`src/rtl/vc_mem_arb_4to1_pkg.sv`:
```
// Shared definitions for the 4:1 memory arbiter: port-ID width, message sizes and helpers.
// Message layouts: req = {type, addr, len, data}, resp = {type, len, data}.
package vc_mem_arb_4to1_pkg;

  localparam int unsigned PORT_ID_SZ = 2;
  localparam int unsigned NUM_PORTS  = 4;

  typedef logic [PORT_ID_SZ-1:0] port_id_t;

  function automatic int unsigned req_msg_sz(input int unsigned addr_sz, input int unsigned data_sz);
    return 1 + addr_sz + $clog2(data_sz / 8) + data_sz;
  endfunction

  function automatic int unsigned resp_msg_sz(input int unsigned data_sz);
    return 1 + $clog2(data_sz / 8) + data_sz;
  endfunction

  // Count register needs one extra bit so that "full" is representable
  function automatic int unsigned cnt_sz(input int unsigned depth);
    return $clog2(depth) + 1;
  endfunction

  function automatic port_id_t onehot_to_id(input logic [NUM_PORTS-1:0] oh);
    port_id_t id;
    id = '0;
    for (int i = 0; i < int'(NUM_PORTS); i++) begin
      if (oh[i]) id = PORT_ID_SZ'(i);
    end
    return id;
  endfunction

endpackage

```
`src/rtl/vc_mem_arb_4to1_rr_arb.sv`:
```
// Four-way round-robin arbiter with one-hot grant; prio advances past the winner on en.
// Define VC_MEM_ARB_FIXED_PRIO_EN for fixed priority (port 0 highest).
module vc_rr_arb_4
  import vc_mem_arb_4to1_pkg::*;
(
  input  logic                 clk,
  input  logic                 reset,
  input  logic [NUM_PORTS-1:0] req,
  input  logic                 en,
  output logic [NUM_PORTS-1:0] gnt
);

  port_id_t prio;
  port_id_t idx;

  // Scan from lowest to highest priority so the highest-priority requester overwrites
  always_comb begin
    gnt = '0;
    idx = prio;
    for (int i = int'(NUM_PORTS) - 1; i >= 0; i--) begin
      idx = prio + PORT_ID_SZ'(i);
      if (req[idx]) begin
        gnt      = '0;
        gnt[idx] = 1'b1;
      end
    end
  end

`ifdef VC_MEM_ARB_FIXED_PRIO_EN
  logic unused_ok;
  assign prio      = '0;
  assign unused_ok = &{1'b0, clk, reset, en};
`else
  always_ff @(posedge clk) begin
    if (reset) begin
      prio <= '0;
    end else if (en) begin
      prio <= onehot_to_id(gnt) + PORT_ID_SZ'(1);
    end
  end
`endif

endmodule

```
`src/rtl/vc_mem_arb_4to1.sv`:
```
// Funnels four memory request/response port pairs onto one in-order memory port.
// Grants are logged in a tag queue used to steer responses; VC_MEM_ARB_FIXED_PRIO_EN selects fixed priority.
module vc_mem_arb_4to1
  import vc_mem_arb_4to1_pkg::*;
#(
  parameter  int unsigned p_addr_sz      = 8,
  parameter  int unsigned p_data_sz      = 32,
  parameter  int unsigned p_max_inflight = 4,
  localparam int unsigned c_req_msg_sz   = req_msg_sz(p_addr_sz, p_data_sz),
  localparam int unsigned c_resp_msg_sz  = resp_msg_sz(p_data_sz)
) (
  input  logic                     clk,
  input  logic                     reset,

  input  logic                     memreq0_val,
  output logic                     memreq0_rdy,
  input  logic [c_req_msg_sz-1:0]  memreq0_msg,
  input  logic                     memreq1_val,
  output logic                     memreq1_rdy,
  input  logic [c_req_msg_sz-1:0]  memreq1_msg,
  input  logic                     memreq2_val,
  output logic                     memreq2_rdy,
  input  logic [c_req_msg_sz-1:0]  memreq2_msg,
  input  logic                     memreq3_val,
  output logic                     memreq3_rdy,
  input  logic [c_req_msg_sz-1:0]  memreq3_msg,

  output logic                     memresp0_val,
  input  logic                     memresp0_rdy,
  output logic [c_resp_msg_sz-1:0] memresp0_msg,
  output logic                     memresp1_val,
  input  logic                     memresp1_rdy,
  output logic [c_resp_msg_sz-1:0] memresp1_msg,
  output logic                     memresp2_val,
  input  logic                     memresp2_rdy,
  output logic [c_resp_msg_sz-1:0] memresp2_msg,
  output logic                     memresp3_val,
  input  logic                     memresp3_rdy,
  output logic [c_resp_msg_sz-1:0] memresp3_msg,

  output logic                     memreq_val,
  input  logic                     memreq_rdy,
  output logic [c_req_msg_sz-1:0]  memreq_msg,

  input  logic                     memresp_val,
  output logic                     memresp_rdy,
  input  logic [c_resp_msg_sz-1:0] memresp_msg
);

  localparam int unsigned PTR_SZ = $clog2(p_max_inflight);
  localparam int unsigned CNT_SZ = cnt_sz(p_max_inflight);

  logic [NUM_PORTS-1:0] req;
  logic [NUM_PORTS-1:0] gnt;
  logic [NUM_PORTS-1:0] resp_rdy_vec;
  port_id_t             gnt_id;
  port_id_t             head_id;
  port_id_t             tags [p_max_inflight];
  logic [PTR_SZ-1:0]    head;
  logic [PTR_SZ-1:0]    tail;
  logic [CNT_SZ-1:0]    count;
  logic                 full;
  logic                 empty;
  logic                 push;
  logic                 pop;

  // Request path: full blocks issue even when a pop lands in the same cycle
  assign req        = {memreq3_val, memreq2_val, memreq1_val, memreq0_val};
  assign full       = (count == CNT_SZ'(p_max_inflight));
  assign empty      = (count == '0);
  assign memreq_val = (|req) & ~full;
  assign push       = memreq_val & memreq_rdy;
  assign gnt_id     = onehot_to_id(gnt);

  vc_rr_arb_4 u_arb (
    .clk   (clk),
    .reset (reset),
    .req   (req),
    .en    (push),
    .gnt   (gnt)
  );

  always_comb begin
    memreq_msg = memreq0_msg;
    case (gnt_id)
      2'd1:    memreq_msg = memreq1_msg;
      2'd2:    memreq_msg = memreq2_msg;
      2'd3:    memreq_msg = memreq3_msg;
      default: memreq_msg = memreq0_msg;
    endcase
  end

  assign memreq0_rdy = gnt[0] & push;
  assign memreq1_rdy = gnt[1] & push;
  assign memreq2_rdy = gnt[2] & push;
  assign memreq3_rdy = gnt[3] & push;

  // Response path: steer to the port recorded at the queue head
  assign head_id      = tags[head];
  assign resp_rdy_vec = {memresp3_rdy, memresp2_rdy, memresp1_rdy, memresp0_rdy};
  assign memresp_rdy  = ~empty & resp_rdy_vec[head_id];
  assign pop          = memresp_val & memresp_rdy;

  assign memresp0_val = ~empty & memresp_val & (head_id == 2'd0);
  assign memresp1_val = ~empty & memresp_val & (head_id == 2'd1);
  assign memresp2_val = ~empty & memresp_val & (head_id == 2'd2);
  assign memresp3_val = ~empty & memresp_val & (head_id == 2'd3);

  assign memresp0_msg = memresp_msg;
  assign memresp1_msg = memresp_msg;
  assign memresp2_msg = memresp_msg;
  assign memresp3_msg = memresp_msg;

  always_ff @(posedge clk) begin
    if (push) tags[tail] <= gnt_id;
  end

  // Tag queue pointers and occupancy
  always_ff @(posedge clk) begin
    if (reset) begin
      head  <= '0;
      tail  <= '0;
      count <= '0;
    end else begin
      if (push) tail <= tail + PTR_SZ'(1);
      if (pop)  head <= head + PTR_SZ'(1);
      case ({push, pop})
        2'b10:   count <= count + CNT_SZ'(1);
        2'b01:   count <= count - CNT_SZ'(1);
        default: count <= count;
      endcase
    end
  end

endmodule

```
`config.mk`:
```
export PLATFORM = sky130hd
export DESIGN_NAME = vc_mem_arb_4to1
export DESIGN_NICKNAME = d
export VERILOG_FILES = /design/src/rtl/vc_mem_arb_4to1_pkg.sv /design/src/rtl/vc_mem_arb_4to1_rr_arb.sv /design/src/rtl/vc_mem_arb_4to1.sv
export SDC_FILE = /design/constraint.sdc
export NUM_CORES = 1
export LEC_CHECK = 0
export CAP_MARGIN = 20
export CORE_AREA = 2 2 159 161
export CTS_CLUSTER_SIZE = 25
export DETAILED_ROUTE_END_ITERATION = 7
export DIE_AREA = 0 0 161 163
export HOLD_SLACK_MARGIN = 0.02
export MAX_ROUTING_LAYER = met4
export PLACE_DENSITY = 0.51
export SLEW_MARGIN = 20
export SYNTH_ARGS = -nofsm -noshare
export SYNTH_HDL_FRONTEND = slang
export SYNTH_SLANG_ARGS = --single-unit
```
`constraint.sdc`:
```
create_clock -name clk -period 10.8 [get_ports clk]
set_input_delay 2.16 -clock clk [delete_from_list [all_inputs] [get_ports clk]]
set_output_delay 2.16 -clock clk [all_outputs]
set_load 0.01 [all_outputs]
```
==> impl_summary.log, run 1 <==
[metrics] area of the die: 0.0262 mm^2
[metrics] dominant combinational cell family by area after synthesis: buffers and inverters
[metrics] number of vias after detailed routing: 3,301
[metrics] total inserted antenna cells: 0
[metrics] highest-count cells in the layout ignoring fill and taps: sky130_fd_sc_hd__clkdlybuf4s50_1 (236), sky130_fd_sc_hd__inv_1 (54), sky130_fd_sc_hd__mux2i_1 (47)
[metrics] hold endpoint: tail[1]
[metrics] Slew Limit Headroom: 0.242
[metrics] r2r endpoint: u_arb.prio[1]
[metrics] Bufs on Longest Clock Path: 2
[metrics] first-pass iteration count of the detailed router: 6
[metrics] total negative slack: 0 ns
[metrics] unrepaired setup endpoints after global routing: no
[metrics] TritonCTS clock tree: built
[metrics] later-pin clock latency in the skew report: 0.24 ns
[metrics] leakage: 0.00201 uW
[metrics] fill count: 2,721
[metrics] Max IR drop VDD: 0.000286 V
[metrics] ports placed on the boundary: 412
[metrics] min-delay worst type: flip-flop to flip-flop
[metrics] number of cells on the worst hold path: 2
[metrics] cell area after synthesis: 0.00357 mm^2
[metrics] Clock Pin Slew Worst Setup and Hold Paths: 0.05 ns
[metrics] CTS Root Buffer Type: sky130_fd_sc_hd__clkbuf_16
[metrics] Setup Buffers After CTS: 0
[metrics] Resized Gates After CTS: 0
[metrics] worst setup timing slack at the placement stage: 2.40 ns
[metrics] data required time at the worst endpoint: 8.64 ns
[metrics] Avg Synthesized Cell Area: 8.39 um^2
[metrics] run status: complete, no violations
[metrics] final std cell area, no fill: 0.00528 mm^2
[metrics] Setup Skew: 0.00300 ns
[metrics] Core Footprint: 0.0247 mm^2
[metrics] proportion of synthesized chip area in sequential cells: 0.129
[metrics] synthesized-area fraction occupied by xor and xnor cells: 0.0144
[metrics] reg2reg setup slack: 7.77 ns
[metrics] cell depth of the worst flop-to-flop path: 8
[metrics] effective utilization at floorplan: 0.145
[metrics] number of different library cells in the post-synthesis netlist: 42
[metrics] Setup violations, final: 0
[metrics] number of pins exceeding their max-slew limit in the final report: 0
[metrics] top fanout value on the critical path: 43
[metrics] Placement Cell Area: 0.00520 mm^2
[metrics] width of the die: 161 um
[metrics] via density per instance: 3.98
[metrics] DR iter-0 viols: 425
[metrics] overall fraction of global-route tracks in use: 0.105
[metrics] FP Rows: 58
[metrics] largest net degree at the start of global routing: 44
[metrics] via count of the first global-routing pass: 3,309
[metrics] vertical extent of the die: 163 um
[metrics] number of failing hold endpoints at the final stage: 0
[metrics] Crit Path Category: input pin to output port
[metrics] Fmax: 119 MHz
[metrics] average wire per cell in the routed design: 17.8 um
[metrics] wire length of the first global-routing pass: 20.4 mm
[metrics] grt total ovfl: 0
[metrics] Buffers on Ports: 236
[metrics] startpoint of the lowest-slack hold path: tail[1]
[metrics] Antenna Nets Post-Route: 0
[metrics] max_cap viols: 0
[metrics] fraction of final layout cells with drive strength greater than 1: 0.0440
[metrics] number of buffers created by CTS: 3
[metrics] setup ws final: 2.37 ns
[metrics] crit path time final: 8.43 ns
[metrics] Post-Synthesis Net Count: 661
[metrics] endpoint type of the worst setup path: output port
[metrics] CTS H-tree lvls: 1
[metrics] DRC violation count after routing: 0
[metrics] post-synthesis to final-layout area growth: 48.1%
[metrics] post-synthesis cell count: 425
[metrics] CTS hold repair buffers: 0
[metrics] total wire length: 14.8 mm
[metrics] pwr dens: 457 mW/mm^2
[metrics] slew at the pin with the worst max-slew slack: 1.14 ns
[metrics] final period utilization: 0.781
[metrics] clock tree sinks: 19
[metrics] Adder-Cell Fraction of Synth Area: 0.0617
[metrics] most frequent standard cell in the layout excluding fill and tap cells: sky130_fd_sc_hd__clkdlybuf4s50_1
[metrics] Critical Path Start Type: input pin
[metrics] initial antenna violation count: 0
[metrics] number of synthesized register bits: 19
[metrics] synthesized-area fraction occupied by ao, oa, aoi and oai cells: 0.164
[metrics] share of synthesized cell area in and, or, nand and nor gates: 0.0716
[metrics] startpoint of the worst-slack reg-to-reg timing path: u_arb.prio[0]
[metrics] number of warnings issued by yosys: 0
[metrics] Critical Path AT: 6.27 ns
[metrics] portion of netlist area occupied by mux cells: 0.176
[metrics] Routability Congestion: 0.770
[metrics] HPWL after detailed placement: 11.7 mm
[metrics] Final #Nets: 737
## per-stage QoR
stage	power (uW)	instances	hold WS [ns]	utilization
after floorplan	1370	425	0.469	-
after global placement	2350	826	0.492	0.211
after detailed placement	2340	826	0.508	0.211
after CTS	2430	830	0.516	0.214
after global routing	2570	830	0.531	0.214
final	2410	830	0.509	0.214
## Yosys cell counts (all sizes together)
cell type	instances	area, um^2
buf	144	1080
inv	55	206
mux2i	47	470
a222oi	43	430
clkbuf	21	78.8
ha	16	200
nor2	15	56.3
dfxtp	11	220
nand2	9	33.8
edfxtp	8	240
mux4	7	158
a21oi	6	30.0
and3	5	31.3
and2	4	27.5
a211oi	3	22.5
nand2b	3	26.3
nand3b	3	35.0
nor3b	3	22.5
xor2	3	26.3
a221o	2	21.3
nand3	2	10.0
o22ai	2	12.5
o31a	2	17.5
xnor2	2	25.0
a211o	1	8.76
a22oi	1	12.5
a31oi	1	6.26
a32o	1	10.0
fa	1	20.0
nor4	1	6.26
o21ai	1	5.00
o31ai	1	7.51
or3	1	6.26
## final cells by class
cell class / instances / area (um^2) / share of cell area
Clock buffer: 3 / 75.1 / 0.0142
Clock inverter: 1 / 5.00 / 0.000948
Inverter: 55 / 206 / 0.0391
Multi-Input combinational cell: 186 / 1760 / 0.333
Sequential cell: 19 / 460 / 0.0872
Tap cell: 330 / 413 / 0.0782
Timing Repair Buffer: 236 / 2360 / 0.447
## power by group
group	switching (uW)	internal, uW
combinational	1070	1130
clock	24.2	49.5
sequential	25.8	109
## metal layers
metal,vias to the layer above,global-route usage,share of wire
li1,1520,-,-
met1,1483,0.114,0.38
met2,296,0.183,0.49
met3,2,0.0494,0.12
met4,0,0.00852,0.0023
met5,-,-,0
## worst max-delay path, stage by stage
cell                              delay [ns]
sky130_fd_sc_hd__clkdlybuf4s50_1        0.52
sky130_fd_sc_hd__mux4_2                 0.59
sky130_fd_sc_hd__nand3b_1               0.19
sky130_fd_sc_hd__a221o_2                0.39
sky130_fd_sc_hd__nand2b_4               0.09
sky130_fd_sc_hd__and2_1                 0.18
sky130_fd_sc_hd__ha_2                   0.96
sky130_fd_sc_hd__a222oi_1               0.21
sky130_fd_sc_hd__mux2i_1                0.32
sky130_fd_sc_hd__clkdlybuf4s50_1        0.63
## kinds of logic after synthesis
group | after synthesis
buf+inv | 220
compound gates | 64
mux | 54
simple gates | 46
flops | 19
fa+ha+maj | 17
xor+xnor | 5
## worst max-delay path by stage
stage | from | end | slack, ns | cells after the start
6_report | memreq1_val | memreq_msg[26] | 2.37 | 10
2_1_floorplan | memreq1_val | memreq_msg[13] | 3.99 | 9
5_1_grt | memreq3_val | memreq_msg[26] | 2.19 | 10
4_1_cts | memreq1_val | memreq_msg[26] | 2.40 | 10
3_5_place_dp | memreq1_val | memreq_msg[26] | 2.40 | 10
3_3_place_gp | memreq1_val | memreq_msg[26] | 2.42 | 10
No activity file was read; power rests on OpenSTA's default activity.
==> run 2, diff against run 1 <==
==> constraint.sdc (replaced) <==
create_clock -name clk -period 8.6 [get_ports clk]
set_input_delay 1.72 -clock clk [delete_from_list [all_inputs] [get_ports clk]]
set_output_delay 1.72 -clock clk [all_outputs]
set_load 0.01 [all_outputs]
==> run 2 against run 1 <==
Clock skew about the same. Critical path depth up 1. Hold slack worse by 0.0052 ns. Design area up 0.43%. Largest cell class unchanged. Highest routed layer unchanged.
==> impl_summary.log, run 2 (synthesis results as in run 1) <==
[metrics] unrepaired setup endpoints after global routing: no
[metrics] fill count: 2,721 (unchanged)
[metrics] width of the die: 161 um (unchanged)
[metrics] fraction of final layout cells with drive strength greater than 1: 0.0497 (+0.00570)
[metrics] total inserted antenna cells: 0 (unchanged)
[metrics] DRC violation count after routing: 0 (unchanged)
[metrics] combinational group share of total power: 0.914 (about the same)
[metrics] Largest stage delay, worst path: 0.76 ns (-0.20 ns)
[metrics] sequential power share: 0.055 (about the same)
[metrics] initial antenna violation count: 0 (unchanged)
[metrics] Max IR drop VDD: 0.000361 V (+26%)
[metrics] Crit Path Category: input pin to output port
[metrics] post-synthesis to final-layout area growth: 48.7%
[metrics] number of failing hold endpoints at the final stage: 0 (unchanged)
[metrics] Setup violations, final: 0 (unchanged)
[metrics] number of pins exceeding their max-slew limit in the final report: 0 (unchanged)
[metrics] pwr dens: 574 mW/mm^2 (+26%)
[metrics] startpoint of the lowest-slack hold path: tail[1]
[metrics] vertical extent of the die: 163 um (unchanged)
[metrics] leakage: 0.00203 uW (+0.77%)
[metrics] max_cap viols: 0 (unchanged)
[metrics] HPWL after detailed placement: 12.3 mm (+4.7%)
[metrics] startpoint of the worst-slack reg-to-reg timing path: u_arb.prio[0]
[metrics] cell internal power dissipation: 1640 uW (+27%)
[metrics] Critical Path AT: 5.79 ns (-0.48 ns)
[metrics] net switching power: 1400 uW (+25%)
[metrics] final period utilization: 0.874
[metrics] cell depth of the worst flop-to-flop path: 9 (+1)
[metrics] Critical Path Start Type: input pin
[metrics] crit path time final: 7.51 ns
[metrics] setup ws final: 1.09 ns (-1.28 ns)
[metrics] min-delay worst type: flip-flop to flip-flop
[metrics] run status: complete, no violations
[metrics] DR iter-0 viols: 449 (+5.6%)
[metrics] proportion of total power due to net switching: 0.461 (-0.00428)
[metrics] Fmax: 133 MHz
[metrics] ports placed on the boundary: 412 (unchanged)
[metrics] number of cells on the worst hold path: 2 (unchanged)
[metrics] CTS Root Buffer Type: sky130_fd_sc_hd__clkbuf_16
[metrics] effective utilization at floorplan: 0.145 (unchanged)
[metrics] Resized Gates After CTS: 0 (unchanged)
[metrics] r2r endpoint: u_arb.prio[1]
[metrics] count of non-filler cells in the finished layout: 833 (+0.36%)
[metrics] Bufs on Longest Clock Path: 2 (unchanged)
[metrics] total wire length: 15.0 mm (+0.92%)
[metrics] first-pass iteration count of the detailed router: 6 (unchanged)
[metrics] clock tree sinks: 19 (unchanged)
[metrics] highest-delay cell along the critical path: sky130_fd_sc_hd__ha_2
[metrics] CTS hold repair buffers: 0 (unchanged)
[metrics] via density per instance: 4.04 (+1.6%)
[metrics] Slew Limit Headroom: 0.408 (+0.166)
[metrics] later-pin clock latency in the skew report: 0.25 ns (about the same)
[metrics] Final #Nets: 740 (+0.41%)
[metrics] final-layout worst hold slack: 0.504 ns (-0.00520 ns)
[metrics] Setup Skew: 0.00331 ns (+0.000304 ns)
[metrics] number of buffers created by CTS: 3 (unchanged)
[metrics] Setup Buffers After CTS: 0 (unchanged)
[metrics] Most common cell on crit path: sky130_fd_sc_hd__clkdlybuf4s50_1
[metrics] total negative slack: 0 ns (unchanged)
[metrics] hold endpoint: tail[1]
[metrics] total instance count after detailed placement: 829 (+0.36%)
[metrics] most frequent standard cell in the layout excluding fill and tap cells: sky130_fd_sc_hd__clkdlybuf4s50_1
[metrics] wire length of the first global-routing pass: 20.7 mm (+1.9%)
[metrics] FP Rows: 58 (unchanged)
[metrics] Clock Pin Slew Worst Setup and Hold Paths: 0.05 ns (about the same)
[metrics] highest-count cells in the layout ignoring fill and taps: sky130_fd_sc_hd__clkdlybuf4s50_1 (236), sky130_fd_sc_hd__inv_1 (54), sky130_fd_sc_hd__mux2i_1 (47)
[metrics] Antenna Nets Post-Route: 0 (unchanged)
[metrics] endpoint type of the worst setup path: output port
[metrics] number of vias after detailed routing: 3,367 (+2.0%)
[metrics] area of the multi-input gates: 0.00176 mm^2 (unchanged)
[metrics] worst setup timing slack at the placement stage: 1.04 ns (-1.35 ns)
[metrics] Core Footprint: 0.0247 mm^2 (unchanged)
[metrics] TritonCTS clock tree: built
[metrics] reg2reg setup slack: 5.52 ns (-2.25 ns)
[metrics] critical path, cell by cell: clkdlybuf4s50_1 -> mux4_2 -> nand3b_4 -> a221o_1 -> nand2b_4 -> nand2_1 -> ha_2 -> buf_4 -> a222oi_1 -> mux2i_1 -> clkdlybuf4s50_1
[metrics] grt total ovfl: 0 (unchanged)
[metrics] average wire per cell in the routed design: 17.9 um (+0.56%)
[metrics] via count of the first global-routing pass: 3,385 (+2.3%)
[metrics] largest net degree at the start of global routing: 44 (unchanged)
[metrics] CTS H-tree lvls: 1 (unchanged)
[metrics] Buffers on Ports: 236 (unchanged)
[metrics] slew at the pin with the worst max-slew slack: 0.889 ns (-0.248 ns)
[metrics] area of the die: 0.0262 mm^2 (unchanged)
[metrics] overall fraction of global-route tracks in use: 0.108 (+0.00315)
[metrics] register area: 460 um^2 (unchanged)
[metrics] Routability Congestion: 0.750 (-2.6%)
[metrics] top fanout value on the critical path: 32 (-26%)
[metrics] relative contribution of the clock network to total power: 0.031 (about the same)
[metrics] data required time at the worst endpoint: 6.88 ns (-1.76 ns)
==> run 2: final cells by class <==
| class | count | area share |
|---|---|---|
| sequential | 19 | 0.0868 |
| clock inverter | 1 | 0.000944 |
| clock buffer | 3 | 0.0142 |
| multi-input combinational | 186 | 0.332 |
| inverter | 55 | 0.0389 |
| timing repair buffer | 239 | 0.450 |
| tap | 330 | 0.0778 |
==> run 2: how the worst max path moves through the flow <==
stage                     cells past startpoint             end        start  slack [ns]
after global routing                         11  memreq_msg[26]  memreq0_val        0.88
after CTS                                    11  memreq_msg[26]  memreq1_val        1.04
after detailed placement                     11  memreq_msg[26]  memreq1_val        1.04
after floorplan                               9  memreq_msg[13]  memreq1_val        2.67
final                                        11  memreq_msg[26]  memreq1_val        1.09
after global placement                       11  memreq_msg[26]  memreq1_val        1.07
==> run 2: per-layer routing <==
layer  share of wire  global-route usage  up-vias
met5               0                   -        -
met4          0.0042              0.0122        0
met3            0.14              0.0499        5
met2            0.49               0.184      335
met1            0.37               0.121     1502
li1                -                   -     1525
==> run 2: power by group through the flow <==
stage               Combinational [uW]  Clock [uW]  Sequential [uW]
floorplan                         1570           0              154
global placement                  2810           0              171
detailed placement                2800           0              172
CTS                               2820        97.5              170
global route                      2990         103              174
finish                            2780        94.5              169
==> run 2: per-stage QoR <==
step / total power [uW] / instance area [um^2] / utilization
CTS: 3080 / 5300 / 0.215
global route: 3270 / 5300 / 0.215
global placement: 2980 / 5220 / 0.212
detailed placement: 2970 / 5220 / 0.212
floorplan: 1720 / 3570 / -
finish: 3040 / 5300 / 0.215
==> run 2: critical path, delay by kind of cell <==
family | cells | cell delay (ns)
AOI/OAI and AO/OA | 2 | 0.43
adders and majority gates | 1 | 0.76
buffers and inverters | 3 | 1.44
muxes | 2 | 0.89
and+or+nand+nor | 3 | 0.52
==> run 3, diff against run 2 <==
==> constraint.sdc (replaced) <==
create_clock -name clk -period 8.9 [get_ports clk]
set_input_delay 1.78 -clock clk [delete_from_list [all_inputs] [get_ports clk]]
set_output_delay 1.78 -clock clk [all_outputs]
set_load 0.01 [all_outputs]
==> run 3 against run 2 <==
First-iteration DRC count fell by 15%. Highest routed layer unchanged. Sequential cell count did not move. Sequential share of layout area barely moved. Hold slack improved by 0.0088 ns. Non-clock buffer count fell by 3. Count of clock-buffer cells in the layout did not move. Cell count fell by 0.36%. Clock power fell by 3.2%.
==> impl_summary.log, run 3 (synthesis results as in run 1) <==
[metrics] net switching power: 1350 uW (-3.7%)
[metrics] vertical extent of the die: 163 um (unchanged)
[metrics] FP Rows: 58 (unchanged)
[metrics] ports placed on the boundary: 412 (unchanged)
[metrics] CTS H-tree lvls: 1 (unchanged)
[metrics] later-pin clock latency in the skew report: 0.25 ns (about the same)
[metrics] worst setup timing slack at the placement stage: 1.22 ns (+0.176 ns)
[metrics] CTS Root Buffer Type: sky130_fd_sc_hd__clkbuf_16
[metrics] width of the die: 161 um (unchanged)
[metrics] Final #Nets: 737 (-0.41%)
[metrics] DRC violation count after routing: 0 (unchanged)
[metrics] total wire length: 14.6 mm (-2.2%)
[metrics] Bufs on Longest Clock Path: 2 (unchanged)
[metrics] post-synthesis to final-layout area growth: 48.1%
[metrics] area of the die: 0.0262 mm^2 (unchanged)
[metrics] Slew Limit Headroom: 0.260 (-0.148)
[metrics] Setup Skew: 0.00215 ns (-0.00116 ns)
[metrics] DR iter-0 viols: 381 (-15%)
[metrics] cell internal power dissipation: 1570 uW (-4.6%)
[metrics] Core Footprint: 0.0247 mm^2 (unchanged)
[metrics] Resized Gates After CTS: 0 (unchanged)
[metrics] initial antenna violation count: 0 (unchanged)
[metrics] Setup Buffers After CTS: 0 (unchanged)
[metrics] top fanout value on the critical path: 43 (+34%)
[metrics] most frequent standard cell in the layout excluding fill and tap cells: sky130_fd_sc_hd__clkdlybuf4s50_1
[metrics] highest-count cells in the layout ignoring fill and taps: sky130_fd_sc_hd__clkdlybuf4s50_1 (236), sky130_fd_sc_hd__inv_1 (54), sky130_fd_sc_hd__mux2i_1 (47)
[metrics] via count of the first global-routing pass: 3,223 (-4.8%)
[metrics] area of the multi-input gates: 0.00176 mm^2 (unchanged)
[metrics] run status: complete, no violations
[metrics] Routability Congestion: 0.768 (+2.4%)
[metrics] grt total ovfl: 0 (unchanged)
[metrics] overall fraction of global-route tracks in use: 0.105 (-0.00339)
[metrics] wire length of the first global-routing pass: 20.2 mm (-2.5%)
[metrics] CTS hold repair buffers: 0 (unchanged)
[metrics] Buffers on Ports: 236 (unchanged)
[metrics] first-pass iteration count of the detailed router: 8 (+2)
[metrics] number of pins exceeding their max-slew limit in the final report: 0 (unchanged)
[metrics] Fmax: 131 MHz
[metrics] HPWL after detailed placement: 11.6 mm (-5.1%)
[metrics] proportion of total power due to net switching: 0.463 (+0.00253)
[metrics] pwr dens: 552 mW/mm^2 (-3.8%)
[metrics] Finished Core Util: 0.214 (-0.000912)
[metrics] clock tree sinks: 19 (unchanged)
[metrics] combinational group share of total power: 0.913 (about the same)
[metrics] fill count: 2,692 (-1.1%)
[metrics] relative contribution of the clock network to total power: 0.031 (about the same)
[metrics] Crit Path Category: input pin to output port
[metrics] TritonCTS clock tree: built
[metrics] Max IR drop VDD: 0.000286 V (-21%)
[metrics] register area: 460 um^2 (unchanged)
[metrics] Antenna Nets Post-Route: 0 (unchanged)
[metrics] slew at the pin with the worst max-slew slack: 1.11 ns (+0.221 ns)
[metrics] total inserted antenna cells: 0 (unchanged)
[metrics] total negative slack: 0 ns (unchanged)
[metrics] endpoint type of the worst setup path: output port
[metrics] max_cap viols: 0 (unchanged)
[metrics] Critical Path AT: 5.87 ns (+0.08 ns)
[metrics] Placement Cell Area: 0.00520 mm^2 (-0.43%)
[metrics] min-delay worst type: flip-flop to flip-flop
[metrics] number of vias after detailed routing: 3,255 (-3.3%)
[metrics] data required time at the worst endpoint: 7.12 ns (+0.24 ns)
[metrics] average wire per cell in the routed design: 17.6 um (-1.9%)
[metrics] effective utilization at floorplan: 0.145 (unchanged)
[metrics] leakage: 0.00201 uW (-0.76%)
[metrics] unrepaired setup endpoints after global routing: no
[metrics] crit path time final: 7.65 ns
[metrics] via density per instance: 3.92 (-3.0%)
[metrics] largest net degree at the start of global routing: 44 (unchanged)
[metrics] Clock Pin Slew Worst Setup and Hold Paths: 0.05 ns (about the same)
[metrics] final-layout worst hold slack: 0.513 ns (+0.00880 ns)
[metrics] number of buffers created by CTS: 3 (unchanged)
[metrics] final std cell area, no fill: 0.00528 mm^2 (-0.42%)
[metrics] Setup violations, final: 0 (unchanged)
[metrics] setup ws final: 1.25 ns (+0.166 ns)
[metrics] Critical Path Start Type: input pin
[metrics] fraction of final layout cells with drive strength greater than 1: 0.0440 (-0.00570)
[metrics] sequential power share: 0.056 (about the same)
[metrics] number of failing hold endpoints at the final stage: 0 (unchanged)
[metrics] final period utilization: 0.859
run 3: cell types whose count changed in the layout (fill, tap and decap cells not counted), sizes merged:
cell  change
buf       -3
run 3: final timing paths:
kind / from / end / slack [ns] / depth (start not counted)
max: memreq1_val / memreq_msg[26] / 1.25 / 10
min reg2reg: tail[1] / tail[1] / 0.51 / 2
max reg2reg: u_arb.prio[0] / u_arb.prio[1] / 5.82 / 8
min: tail[1] / tail[1] / 0.51 / 2
run 3: critical path: stages:
cell and delay, ns:
sky130_fd_sc_hd__clkdlybuf4s50_1 0.52, sky130_fd_sc_hd__mux4_2 0.58, sky130_fd_sc_hd__nand3b_1 0.19, sky130_fd_sc_hd__a221o_2 0.39
sky130_fd_sc_hd__nand2b_4 0.09, sky130_fd_sc_hd__and2_1 0.19, sky130_fd_sc_hd__ha_2 0.94, sky130_fd_sc_hd__a222oi_1 0.22
sky130_fd_sc_hd__mux2i_1 0.32, sky130_fd_sc_hd__clkdlybuf4s50_1 0.62
run 3: cell type report:
cell class / count / area share
Multi-Input combinational cell: 186 / 0.333
Clock buffer: 3 / 0.0142
Timing Repair Buffer: 236 / 0.447
Tap cell: 330 / 0.0782
Sequential cell: 19 / 0.0872
Inverter: 55 / 0.0391
Clock inverter: 1 / 0.000948
run 3: power groups by stage:
stage / registers (uW) / logic (uW) / clock network (uW)
floorplan: 149 / 1510 / 0
global placement: 165 / 2680 / 0
detailed placement: 164 / 2670 / 0
CTS: 163 / 2690 / 93.7
global route: 168 / 2850 / 97.9
finish: 162 / 2660 / 91.5
run 3: per-layer routing:
layer,track usage,share of wire
met1,0.115,0.38
met2,0.181,0.49
met3,0.0486,0.13
met4,0.0110,0.0046
met5,-,0
run 3: per-stage QoR:
stage          instances  power (uW)
4_1_cts              830        2950
3_5_place_dp         826        2830
3_3_place_gp         826        2850
2_1_floorplan        425        1660
5_1_grt              830        3120
6_report             830        2920
